`src/rtl/mem_arb_pkg.sv`:
```
// Shared types and helpers for the two-requester block memory arbiter.
package mem_arb_pkg;

  typedef enum logic [1:0] {IDLE, BUSY, DONE} state_t;
  typedef enum logic {OWN_I, OWN_D} owner_t;

  function automatic int block_words(input int block_size);
    return 1 << block_size;
  endfunction

endpackage

```
`src/rtl/mem_arb_rr.sv`:
```
// Combinational two-way round-robin pick between the I and D requesters.
module mem_arb_rr
  import mem_arb_pkg::*;
(
  input  logic   i_req,
  input  logic   d_req,
  input  owner_t last_owner,
  output logic   grant_valid,
  output owner_t winner
);

  always_comb begin
    grant_valid = i_req | d_req;
    if (i_req && d_req) winner = (last_owner == OWN_D) ? OWN_I : OWN_D;
    else if (i_req)     winner = OWN_I;
    else                winner = OWN_D;
  end

endmodule

```
`src/rtl/mem_arbiter.sv`:
```
// Shares the single-ported block memory between I refill and D load/store.
// Optional ARB_PERF_EN adds grant and wait-cycle counters on the perf_* ports.
module mem_arbiter
  import mem_arb_pkg::*;
#(
  parameter int DATA_WIDTH    = 32,
  parameter int ADDRESS_WIDTH = 30,
  parameter int BLOCK_SIZE    = 3,
  parameter int MEM_LATENCY   = 2
) (
  input  logic                                        clk,
  input  logic                                        rst_n,
  input  logic                                        i_req,
  input  logic [ADDRESS_WIDTH-1:0]                    i_addr,
  output logic                                        i_gnt,
  output logic                                        i_done,
  input  logic                                        d_req,
  input  logic                                        d_we,
  input  logic [ADDRESS_WIDTH-1:0]                    d_addr,
  input  logic [DATA_WIDTH-1:0]                       d_wdata,
  output logic                                        d_gnt,
  output logic                                        d_done,
  output logic [block_words(BLOCK_SIZE)*DATA_WIDTH-1:0] rdata,
  output logic [ADDRESS_WIDTH-1:0]                    mem_address,
  output logic [DATA_WIDTH-1:0]                       mem_write_data,
  output logic                                        mem_write_enable,
  input  logic [block_words(BLOCK_SIZE)*DATA_WIDTH-1:0] mem_read_data,
  output logic [31:0]                                 perf_i_grants,
  output logic [31:0]                                 perf_d_grants,
  output logic [31:0]                                 perf_wait_cycles,
  output state_t                                      dbg_state
);

  state_t     state;
  owner_t     owner;
  logic       we_q;
  logic [3:0] cnt;
  logic       grant_valid;
  owner_t     winner;

  mem_arb_rr u_rr (
    .i_req      (i_req),
    .d_req      (d_req),
    .last_owner (owner),
    .grant_valid(grant_valid),
    .winner     (winner)
  );

  // Grants answer in the request cycle; everything else decodes registered state,
  // so write enable falls with the asynchronous reset of state.
  assign i_gnt            = (state == IDLE) && grant_valid && (winner == OWN_I);
  assign d_gnt            = (state == IDLE) && grant_valid && (winner == OWN_D);
  assign i_done           = (state == DONE) && (owner == OWN_I);
  assign d_done           = (state == DONE) && (owner == OWN_D);
  assign mem_write_enable = (state == BUSY) && (cnt == 4'd0) && we_q;
  assign dbg_state        = state;

  // owner doubles as last_owner: it keeps the most recent winner until the next grant.
  always_ff @(posedge clk or negedge rst_n) begin
    if (!rst_n) begin
      state          <= IDLE;
      owner          <= OWN_D;
      we_q           <= 1'b0;
      cnt            <= 4'd0;
      mem_address    <= '0;
      mem_write_data <= '0;
      rdata          <= '0;
    end else begin
      case (state)
        IDLE: begin
          if (grant_valid) begin
            owner          <= winner;
            mem_address    <= (winner == OWN_I) ? i_addr : d_addr;
            mem_write_data <= (winner == OWN_D) ? d_wdata : '0;
            we_q           <= (winner == OWN_D) && d_we;
            cnt            <= 4'(MEM_LATENCY - 1);
            state          <= BUSY;
          end
        end
        BUSY: begin
          if (cnt == 4'd0) begin
            if (!we_q) rdata <= mem_read_data;
            state <= DONE;
          end else begin
            cnt <= cnt - 4'd1;
          end
        end
        DONE: state <= IDLE;
        default: state <= IDLE;
      endcase
    end
  end

`ifdef ARB_PERF_EN
  always_ff @(posedge clk or negedge rst_n) begin
    if (!rst_n) begin
      perf_i_grants    <= '0;
      perf_d_grants    <= '0;
      perf_wait_cycles <= '0;
    end else begin
      if (i_gnt && (perf_i_grants != '1)) perf_i_grants <= perf_i_grants + 32'd1;
      if (d_gnt && (perf_d_grants != '1)) perf_d_grants <= perf_d_grants + 32'd1;
      if ((i_req || d_req) && !(i_gnt || d_gnt) && (perf_wait_cycles != '1))
        perf_wait_cycles <= perf_wait_cycles + 32'd1;
    end
  end
`else
  assign perf_i_grants    = '0;
  assign perf_d_grants    = '0;
  assign perf_wait_cycles = '0;
`endif

endmodule

```
`config.mk`:
```
export PLATFORM = sky130hd
export DESIGN_NAME = mem_arbiter
export DESIGN_NICKNAME = d
export VERILOG_FILES = /design/src/rtl/mem_arb_pkg.sv /design/src/rtl/mem_arb_rr.sv /design/src/rtl/mem_arbiter.sv
export SDC_FILE = /design/constraint.sdc
export NUM_CORES = 1
export LEC_CHECK = 0
export CAP_MARGIN = 20
export CELL_PAD_IN_SITES_DETAIL_PLACEMENT = 0
export CELL_PAD_IN_SITES_GLOBAL_PLACEMENT = 2
export CORE_AREA = 2 2 302 304
export CTS_CLUSTER_DIAMETER = 30
export CTS_CLUSTER_SIZE = 16
export DETAILED_ROUTE_END_ITERATION = 8
export DIE_AREA = 0 0 304 306
export PLACE_DENSITY_LB_ADDON = 0.1
export SETUP_SLACK_MARGIN = 0.02
export SLEW_MARGIN = 20
export SYNTH_ARGS = -nofsm -noshare
export SYNTH_HDL_FRONTEND = slang
export SYNTH_SLANG_ARGS = --single-unit
export TNS_END_PERCENT = 5
```
`constraint.sdc`:
```
create_clock -name clk -period 3.4 [get_ports clk]
set_clock_uncertainty 0.15 [all_clocks]
set_input_delay 0.85 -clock clk [delete_from_list [all_inputs] [get_ports clk]]
set_output_delay 0.85 -clock clk [all_outputs]
set_load 0.02 [all_outputs]
```
After elaboration in Yosys (flattened, before gate mapping) --
Index checks and enable logic that the tools add are counted.
Storage, ports and cells: register bits after elaboration 326, bits of input ports 353, output and inout port bits 421, logic and storage cells 44
Cells by class: add/subtract/negate cells 1, eq/ne operators 5, mux-type cells 11, bitwise operators 4, reductions and logical operators 16
Operators with widths (count):
- 32-bit 2-to-1 mux | 1
- 30-bit 2-to-1 mux | 1
- 1-bit logical AND | 9
- 4-bit 2-to-1 mux | 2
- 4-bit case mux with 2 select lines | 1
- 3-bit AND reduction | 2
- 4-bit logical NOT | 1
- 2-bit 2-to-1 mux | 2
- 2-bit inequality test, second input constant | 2
- 2-bit case mux with 2 select lines | 1
- 2-bit AND reduction | 2
- 4-bit by 1-bit subtractor with 4-bit output, second input constant | 1
- 1-bit 2-to-1 mux | 3
- 1-bit inverter | 3
- 2-bit by 1-bit == test with 1-bit output, second input constant | 1
- 2-bit == test, second input constant | 1
- 2-bit logical NOT | 1
- 2-bit by 1-bit inequality test with 1-bit output, second input constant | 1
- 2-bit nonzero test | 1
- 1-bit OR | 1

Logic depth before layout (Yosys ltp) --
word-level depth 4, gate-level depth with buffers 7, mapped depth without buffers 6

By module --
Synthesis repeated with hierarchy kept, for this count alone.
Second synthesis, totals: cells, all modules 952, area total of the unflattened synthesis 13320.3 um^2
Modules (own cells, without submodules):
- mem_arbiter | instances 1, cells an instance 949, area an instance 13305.3 um^2, sequential area each 8159.1 um^2
- mem_arb_rr | instances 1, cells an instance 3, area an instance 15.0 um^2, sequential area each 0.0 um^2

Worst setup path after synthesis --
No wires, ideal clock.
kind in2out, start point input i_req, end point output d_gnt, data arrival time 1.720 ns, data required time 2.400 ns, slack 0.680 ns, stages on the path 4, path buffers 2, cells stage by stage nand2_1 and3_1 clkbuf_1 buf_1
On the way: longest elaborated chain between the ends 3, elaborated cells on any way between the ends 6, classes of those cells 2 x mux; 1 x bitwise; 3 x reduce/logical
RTL lines:
- start: declaration | RTL line mem_arbiter.sv:13 | input logic i_req,
- 1-bit 2-to-1 mux (tied with other cells) | RTL line mem_arb_rr.sv:15 | else if (i_req) winner = OWN_I;
- 1-bit 2-to-1 mux or 1-bit logical AND (tied branches) | RTL line mem_arb_rr.sv:14, mem_arbiter.sv:52
- 1-bit logical AND * | RTL line mem_arbiter.sv:52 | assign d_gnt = (state == IDLE) && grant_valid && (winner == OWN_D);
- end: declaration | RTL line mem_arbiter.sv:21 | output logic d_gnt,
Every way passes the cells marked *; elsewhere a longest branch is shown, timed or not.

Final worst setup path --
start point register cnt[0], end point output mem_write_enable
On the way: longest elaborated chain between the ends 3
RTL lines:
- start: declaration | RTL line mem_arbiter.sv:37 | logic [3:0] cnt;
- start signal: assignment | RTL line mem_arbiter.sv:76 | cnt <= 4'(MEM_LATENCY - 1);
- start signal: assignment | RTL line mem_arbiter.sv:85 | cnt <= cnt - 4'd1;
- 4-bit logical NOT | RTL line mem_arbiter.sv:55 | assign mem_write_enable = (state == BUSY) && (cnt == 4'd0) && we_q;
- 1-bit logical AND (2 in series) | RTL line mem_arbiter.sv:55
- end: declaration | RTL line mem_arbiter.sv:26 | output logic mem_write_enable,
Every way passes these cells.

==> metrics <==
status completed; Longest Clk Path Bufs 3; gr ovfl total 0; Buf/Inv on CP 2; CTS Buf Count 117; simple logic cell fraction of the synthesized area 1.03%; critical path class reg2out; Worst setup EP type output pin; FF-to-FF setup slack 0.77 ns; Pwr per Cell Area 1110 nW/um^2; Routed WL 55,200 um; Syn Area/Cell 15.4 um^2; setup TNS 0 ns; post-synth cell types 33; Synth Area in Adders 0.191%; crit path DAT 2.13 ns; Pre-antenna DRT Iters 5; Syn. warnings 0; #FFs+latches synth 326; final worst slack 0.269 ns; Main synth FF type dfrtp_1; first-pass GRT wire length 78,400 um; area growth from synthesis to layout 89.1%; max incr delay on CP 0.40 ns; number of cells on the critical path 6; number of synthesized flops with an enable pin 0; Synth Area in XOR/XNOR 0%; Top Usage Layer GRT met2; clk_lat worst skew 0.65 ns; routability cong. 0.714; Clk pin slew, worst setup/hold paths 0.04 ns; met3 Use GR 7.15%; DR vias 9,934; Slew Limit Fails 0; reg2reg path depth 7; Final Util 27.6%; NumNets Final 1,980; Via density 3.43; final period utilization 92.1%; commonest cells in the netlist dfrtp_1 (325), mux2_1 (240), buf_4 (97); Root Driver clkbuf_16; initial core utilization 14.6%; CP required 2.40 ns; Worst Setup EP mem_write_enable; Starting DRT DRC Count 372; Cells after Synth 851; crit-path max FO 4; CP max stage cell or3b_4; area share of the largest cell type after synthesis 62.2%; synthesized area 13,100 um^2; pre-CTS setup slack 0.435 ns; post-DP HPWL 41,600 um; Die Y 306 um; # rows 110; Seq/Total Area, Yosys 62.4%; most numerous cell in the Yosys netlist dfrtp_1; Min Clock Period, post-route 3.13 ns; crit path launch cnt[0]; GR Util All Layers 11.6%; cell taking the most area after synthesis dfrtp_1; core area 89,600 um^2; worst path cell trace inv_1 > ha_1 > or3b_4 > nor2_1 > and2_1 > buf_2; filler instances 9,192; RSZ-0062 raised after global routing false; CTS tree yes; Hold Crit Class reg2reg; drt wl/cell 19.1 um; largest family of logic cells by synthesized area multiplexers; final hold vios 0; GR met2 Demand/Resource 20.3%; DRT antenna net count 0; leakage dissipation 0.0104 uW; global routing usage on met1 11.3%; Reg-to-Reg End rdata[16]; die area 93,000 um^2; ys async rst share 100%; clk sinks 326; setup bufs post-CTS 0; number of I/O pins 774; post-synthesis mux area share 22.0%; Peak VDD IR 0.493 mV; initial antenna violation count 15; Max-cap violations 0; reg2reg start cnt[0]; vias in the first global route 10,800; largest net degree at the start of global routing 78; H-tree levels 3; family with the most delay on the worst path simple AND/OR/NAND/NOR gates; dominant cells by area after synthesis dfrtp_1 (62%), mux2_1 (21%), buf_4 (5.6%), a222oi_1 (2.3%), a22o_1 (2.2%); die width 304 um; DRC 0; complex-gate fraction of the synthesized area 4.89%; layout cells sized above 1 13.1%; startpoint types flop; FMAX 319 MHz; endpoints failing setup 0; # port buffers 677
[metrics by stage]
step	instances	total power [uW]	hold slack (ns)	area (um^2)
after detailed placement	2681	17700	0.324	20900
after global routing	2890	28800	0.340	24700
final	2892	27300	0.327	24700
after global placement	2681	17700	0.317	20900
after CTS	2889	28000	0.332	24700
after floorplan	946	12000	0.311	13400
[layout by cell type, fill, tap and decap left out, drive strengths merged]
cell / count
or3b: 1
and3b: 1
and2: 2
nor3: 1
nand2b: 2
conb: 96
clkbuf: 183
a21oi: 1
nor2: 4
o21ai: 1
a22o: 33
bufinv: 3
clkinv: 17
a21o: 1
nand2: 2
and3: 3
clkdlybuf4s50: 673
a31oi: 1
mux2: 256
diode: 3
or3: 1
dlygate4sd3: 1
buf: 28
ha: 2
nor2b: 1
o41ai: 1
a211o: 1
a31o: 1
a222oi: 30
inv: 37
dfrtp: 325
nor3b: 3
dfstp: 1
[layer usage]
metal,vias to the layer above,part of all wire (%)
met5,-,0.26
met4,22,2.4
met3,130,12
li1,4448,-
met1,4800,34
met2,534,51
[worst min path at each step]
stage          cells after the start    endpoint  slack (ns)        from
6_report                           1    rdata[7]        0.33    rdata[7]
5_1_grt                            1  rdata[150]        0.34  rdata[150]
2_1_floorplan                      1      cnt[3]        0.31      cnt[3]
3_3_place_gp                       1  rdata[204]        0.32  rdata[204]
4_1_cts                            1  rdata[187]        0.33  rdata[187]
3_5_place_dp                       1  rdata[187]        0.32  rdata[187]
[final cells by class]
cell class	instances	area (um^2)	share of cell area, %
clock buffer	183	3520	14.2
clock inverter	24	258	1.04
timing repair buffer	702	7140	28.9
tap	1176	1470	5.95
antenna	3	7.51	0.0304
multi-input combinational	445	4060	16.4
inverter	33	124	0.501
sequential	326	8160	33.0
[timing repair]
action                                  CTS  global route
gates resized for setup                   3             2
endpoints found under the setup margin    1             1
hold buffers                              1             0
hold endpoints to repair                 38             0
[sequential cells by signal, indices dropped and copies added (netlist names)]
signal and cells:
rdata 256, mem_write_data 32, mem_address 30, cnt 4, dbg_state 2, owner 1, we_q 1
[cell families (layout without fill, tap and decap cells)]
logic type	after synthesis	count (layout)
AO/OA/AOI/OAI	70	70
adder cells (fa/ha/maj)	2	2
buffers and inverters	175	942
AND/OR/NAND/NOR	21	21
multiplexers	256	256
flip-flops	326	326
other	1	99
[where the power goes]
part | switching (uW) | internal [uW]
Clock | 2820 | 7140
Combinational | 5360 | 5190
Sequential | 964 | 5860
Power figures use the tool's default switching activity.
